### config.mk
export PLATFORM = sky130hd
export DESIGN_NAME = axi_rw_arbiter
export DESIGN_NICKNAME = d
export VERILOG_FILES = /design/src/rtl/axi_rw_arbiter.sv
export SDC_FILE = /design/constraint.sdc
export NUM_CORES = 1
export LEC_CHECK = 0
export ABC_AREA = 1
export CORE_AREA = 2 2 153 155
export CTS_CLUSTER_DIAMETER = 150
export DETAILED_ROUTE_END_ITERATION = 6
export DIE_AREA = 0 0 155 157
export GPL_TIMING_DRIVEN = 0
export PLACE_DENSITY_LB_ADDON = 0.1
export SLEW_MARGIN = 20
export SYNTH_ARGS = -nofsm -noshare
export SYNTH_HDL_FRONTEND = slang
export SYNTH_SLANG_ARGS = --single-unit
### constraint.sdc
create_clock -name clk -period 4.2 [get_ports clk]
set_input_delay 0.42 -clock clk [delete_from_list [all_inputs] [get_ports clk]]
set_output_delay 0.42 -clock clk [all_outputs]
set_load 0.005 [all_outputs]
### src/rtl/axi_rw_arbiter.sv
// Merges icache reads and dcache refills/writebacks onto one AXI4 master port.
// Optional macro AXI_RESP_CHECK_EN enables the sticky bus_err response flag.
module axi_rw_arbiter #(
    parameter bit D_FIRST = 1'b1
) (
    input  logic        clk,
    input  logic        rstn,
    input  logic        i_arvalid,
    output logic        i_arready,
    input  logic [31:0] i_araddr,
    output logic        i_rvalid,
    output logic        i_rlast,
    input  logic        i_rready,
    output logic [31:0] i_rdata,
    input  logic        d_arvalid,
    output logic        d_arready,
    input  logic [31:0] d_araddr,
    output logic        d_rvalid,
    output logic        d_rlast,
    input  logic        d_rready,
    output logic [31:0] d_rdata,
    input  logic        d_awvalid,
    output logic        d_awready,
    input  logic [31:0] d_awaddr,
    input  logic        d_wvalid,
    input  logic        d_wlast,
    output logic        d_wready,
    input  logic [31:0] d_wdata,
    output logic        d_bvalid,
    input  logic        d_bready,
    output logic        m_arvalid,
    input  logic        m_arready,
    output logic [31:0] m_araddr,
    output logic [3:0]  m_arid,
    output logic [7:0]  m_arlen,
    output logic [2:0]  m_arsize,
    output logic [1:0]  m_arburst,
    input  logic        m_rvalid,
    input  logic        m_rlast,
    output logic        m_rready,
    input  logic [31:0] m_rdata,
    input  logic [1:0]  m_rresp,
    output logic        m_awvalid,
    input  logic        m_awready,
    output logic [31:0] m_awaddr,
    output logic [3:0]  m_awid,
    output logic [7:0]  m_awlen,
    output logic [2:0]  m_awsize,
    output logic [1:0]  m_awburst,
    output logic        m_wvalid,
    output logic        m_wlast,
    input  logic        m_wready,
    output logic [31:0] m_wdata,
    output logic [3:0]  m_wstrb,
    input  logic        m_bvalid,
    output logic        m_bready,
    input  logic [1:0]  m_bresp,
    output logic        bus_err
);
    typedef enum logic [1:0] {R_IDLE, R_AR, R_DATA} rstate_t;
    typedef enum logic [1:0] {W_IDLE, W_AW, W_DATA, W_B} wstate_t;

    rstate_t     rstate, rstate_nxt;
    wstate_t     wstate, wstate_nxt;
    logic [31:0] araddr_q, awaddr_q;
    logic        arid_q, prio_d;
    logic        hazard, d_req, grant_i, grant_d;

    assign m_arlen   = 8'd3;
    assign m_arsize  = 3'b010;
    assign m_arburst = 2'b01;
    assign m_awlen   = 8'd3;
    assign m_awsize  = 3'b010;
    assign m_awburst = 2'b01;
    assign m_awid    = 4'd1;
    assign m_wstrb   = 4'hF;

    // A refill must not overtake a pending writeback of the same line.
    assign hazard = (wstate != W_IDLE) && (d_araddr[31:4] == awaddr_q[31:4]);
    assign d_req  = d_arvalid && !hazard;

    always_comb begin
        rstate_nxt = rstate;
        grant_i    = 1'b0;
        grant_d    = 1'b0;
        m_arvalid  = 1'b0;
        m_rready   = 1'b0;
        i_rvalid   = 1'b0;
        d_rvalid   = 1'b0;
        case (rstate)
            R_IDLE: begin
                if (d_req && (!i_arvalid || prio_d)) grant_d = 1'b1;
                else if (i_arvalid)                  grant_i = 1'b1;
                if (grant_d || grant_i) rstate_nxt = R_AR;
            end
            R_AR: begin
                m_arvalid = 1'b1;
                if (m_arready) rstate_nxt = R_DATA;
            end
            R_DATA: begin
                if (arid_q) begin
                    d_rvalid = m_rvalid;
                    m_rready = d_rready;
                end else begin
                    i_rvalid = m_rvalid;
                    m_rready = i_rready;
                end
                if (m_rvalid && m_rready && m_rlast) rstate_nxt = R_IDLE;
            end
            default: rstate_nxt = R_IDLE;
        endcase
    end

    assign i_arready = grant_i;
    assign d_arready = grant_d;
    assign i_rdata   = m_rdata;
    assign d_rdata   = m_rdata;
    assign i_rlast   = m_rlast && (rstate == R_DATA) && !arid_q;
    assign d_rlast   = m_rlast && (rstate == R_DATA) && arid_q;
    assign m_araddr  = araddr_q;
    assign m_arid    = {3'b000, arid_q};

    // prio_d records which side wins the next tie: the last winner loses.
    always_ff @(posedge clk or negedge rstn) begin
        if (!rstn) begin
            rstate   <= R_IDLE;
            araddr_q <= '0;
            arid_q   <= 1'b0;
            prio_d   <= D_FIRST;
        end else begin
            rstate <= rstate_nxt;
            if (grant_d) begin
                araddr_q <= d_araddr;
                arid_q   <= 1'b1;
                prio_d   <= 1'b0;
            end else if (grant_i) begin
                araddr_q <= i_araddr;
                arid_q   <= 1'b0;
                prio_d   <= 1'b1;
            end
        end
    end

    always_comb begin
        wstate_nxt = wstate;
        d_awready  = 1'b0;
        m_awvalid  = 1'b0;
        m_wvalid   = 1'b0;
        d_wready   = 1'b0;
        m_bready   = 1'b0;
        d_bvalid   = 1'b0;
        case (wstate)
            W_IDLE: begin
                d_awready = d_awvalid;
                if (d_awvalid) wstate_nxt = W_AW;
            end
            W_AW: begin
                m_awvalid = 1'b1;
                if (m_awready) wstate_nxt = W_DATA;
            end
            W_DATA: begin
                m_wvalid = d_wvalid;
                d_wready = m_wready;
                if (d_wvalid && m_wready && d_wlast) wstate_nxt = W_B;
            end
            W_B: begin
                m_bready = d_bready;
                d_bvalid = m_bvalid;
                if (m_bvalid && d_bready) wstate_nxt = W_IDLE;
            end
            default: wstate_nxt = W_IDLE;
        endcase
    end

    assign m_awaddr = awaddr_q;
    assign m_wdata  = d_wdata;
    assign m_wlast  = d_wlast && (wstate == W_DATA);

    always_ff @(posedge clk or negedge rstn) begin
        if (!rstn) begin
            wstate   <= W_IDLE;
            awaddr_q <= '0;
        end else begin
            wstate <= wstate_nxt;
            if (wstate == W_IDLE && d_awvalid) awaddr_q <= d_awaddr;
        end
    end

`ifdef AXI_RESP_CHECK_EN
    always_ff @(posedge clk or negedge rstn) begin
        if (!rstn) begin
            bus_err <= 1'b0;
        end else if ((m_rvalid && m_rready && (m_rresp != 2'b00)) ||
                     (m_bvalid && m_bready && (m_bresp != 2'b00))) begin
            bus_err <= 1'b1;
        end
    end
`else
    logic unused_resp;
    assign unused_resp = ^{m_rresp, m_bresp};
    assign bus_err     = 1'b0;
`endif

endmodule

==> reports/qor.yml <==
place.gp.congestion: 0.748
dieArea_um2: 24300
fin_crit_sh: 0.765
dr.pass1.iters: 4
fillers: 2384
clkTransAtPathRegs_ns: 0.06
setup_viol: 0
layout.cells.non_filler: 1379
worstReg2RegEnd: "m_araddr[13]"
p_per_area_nw_per_um2: 505
synth_edf_count: 0
power_mw: 4.54
p_int_mw: 2.80
cp.arrival_ns: 2.79
hold_class: "input pin to async pin"
r2r_start: "prio_d"
rsz0062_at_grt: "no"
mostFrequentLayoutCells: "clkdlybuf4s50_1, nand2_1, buf_4"
r2r_slack_ns: 1.98
numCtsBuffers: 9
clk_latency_ns: 0.34
p_sw_mw: 1.74
cts_max_path_buffers: 2
ys_warn_count: 0
grt_pass1_vias: 5026
maxSlewViolCount: 0
dpl.hpwl_mm: 16.8
clockPowerShare: 0.174
async_flop_share: 1.00
synthCells: 754
io_pins: 394
cts_tree: "built"
synthFlopType: "dfrtp_1"
reg2regPathDepth: 7
htreeDepth: 3
worstMarginPinSlew_ns: 0.867
post-route-min-period_ns: 3.21
dr_total_vias: 5337
cts_root_buf: "clkbuf_16"
startpoint: "wstate[0]"
start_kind: "flip-flop"
ctsResizeCount: 0
synth-seq-cells: 70
coreArea_um2: 22500
portBuffers: 287
n_antenna_cell: 0
worstSetupEndpointType: "primary output"
die_h_um: 157
grt_pass1_wl_mm: 29.4
nets: 1274
synth_cell_type_count: 32
critPathMaxFanout: 10
tns_ns: 0
p_leak_nw: 4.64
grt_overflow_total: 0
rows: 55
ir_worst_vdd_uv: 192
dp_cells: 1363
path_class: "flip-flop to primary output"
gr-usage-all-layers: 0.161
postCtsHoldBufs: 0
slew_headroom: 0.421
yosysSeqAreaShare: 0.331
drive_gt1_frac: 0.176
area_growth_pct: 69.5
placed_cell_area_um2: 8690
status: "finished clean"
p_comb_frac: 0.550
cp.required_ns: 3.78
syn_area_um2: 5300
first_iter_violations: 121
finClkSkew_ns: 0.00913
drc: 0
drt_wl_total_mm: 20.2
p_sw_frac: 0.383
fin_area_um2: 8990
max_freq_ghz: 0.311
grt_max_degree: 43
p_seq_frac: 0.276
postSynthAreaPerCell_um2: 7.03
drv_cap: 0
hold_violations: 0
ant_nets: 0
wl_per_cell_um: 14.6
die_w_um: 155
utilization: 0.400
final_common_cell: "clkdlybuf4s50_1"
via_per_inst: 3.87
cts_sinks: 70
start_util: 0.236
cts_setup_buffers: 0
antenna_found_initial: 2
registers in the layout, summed over array words and instances (netlist names):
| name | cells |
|---|---|
| m_araddr | 32 |
| m_awaddr | 32 |
| rstate | 2 |
| wstate | 2 |
| arid_q | 1 |
| prio_d | 1 |
area by class of cell:
cell class	count	area [um2]	area share
plain buffers	164	1160	0.129
clock buffers	9	225	0.0250
clock inverters	7	73.8	0.00821
inverters	121	454	0.0505
multi-input cells	435	2080	0.231
flip-flops and latches	70	1750	0.195
well taps	285	357	0.0397
repair buffers	288	2900	0.322
power by group through the flow:
| stage | Sequential (mW) | Combinational (mW) | Clock (mW) |
|---|---|---|---|
| after detailed placement | 1.27 | 2.54 | 0 |
| after CTS | 1.26 | 2.56 | 0.820 |
| after global routing | 1.30 | 2.81 | 0.844 |
| final | 1.25 | 2.50 | 0.791 |
| after global placement | 1.26 | 2.53 | 0 |
| after floorplan | 1.26 | 1.22 | 0 |
cells in the mapped netlist (10+ instances only):
| cell type | number | area [um2] |
|---|---|---|
| nand2_1 | 225 | 845 |
| buf_4 | 135 | 1010 |
| inv_1 | 119 | 447 |
| dfrtp_1 | 69 | 1730 |
| nand4_1 | 33 | 206 |
| nand3_1 | 26 | 130 |
| clkbuf_1 | 20 | 75.1 |
| or2_0 | 19 | 119 |
| nor2_1 | 16 | 60.1 |
| o21ai_0 | 15 | 75.1 |
| or2_2 | 13 | 81.3 |
| nand3_2 | 10 | 100 |
critical path: stages, from the launching register on:
cell and delay, ns:
dfrtp_1 0.37, inv_1 0.10, ha_1 0.28, a21oi_1 0.17
nand2_1 0.07, nor2_1 0.17, nand2_1 0.09, nor2_2 0.12
nand2_4 0.12, clkbuf_1 0.22, nand2_1 0.10, inv_1 0.04
nor2_1 0.10, clkdlybuf4s50_1 0.51
stage by stage:
| step | hold WS (ns) | setup WS [ns] |
|---|---|---|
| 6_report | 0.00499 | 0.987 |
| 5_1_grt | 0.0328 | 0.725 |
| 4_1_cts | 0.0160 | 0.882 |
| 3_5_place_dp | 0.394 | 0.991 |
| 3_3_place_gp | 0.466 | -0.184 |
| 2_1_floorplan | 0.124 | 2.21 |
worst max-delay path by stage:
stage | endpoint | slack (ns) | depth (start not counted)
5_1_grt | i_arready | 0.72 | 13
6_report | i_arready | 0.99 | 13
4_1_cts | i_arready | 0.88 | 13
2_1_floorplan | i_arready | 2.21 | 12
3_5_place_dp | i_arready | 0.99 | 12
3_3_place_gp | rstate[1] | -0.18 | 1
cells by family (layout without fill, tap and decap cells):
family,after synthesis,count (layout),share of synthesized area
mux,1,1,0.00189
xor+xnor,11,11,0.0182
flops,70,70,0.331
other cells,2,38,0.00142
buf+inv,285,589,0.304
simple gates,354,354,0.306
fa+ha+maj,5,5,0.0118
compound gates,26,26,0.0262
per-layer routing:
layer | GRT usage | vias to the layer above | wire (um)
met5 | 0 | - | 29
met4 | 0.0397 | 4 | 177
met3 | 0.0496 | 13 | 1710
met2 | 0.284 | 219 | 10000
met1 | 0.190 | 2325 | 8250
li1 | - | 2776 | -
(Power assumes the default switching activity.)
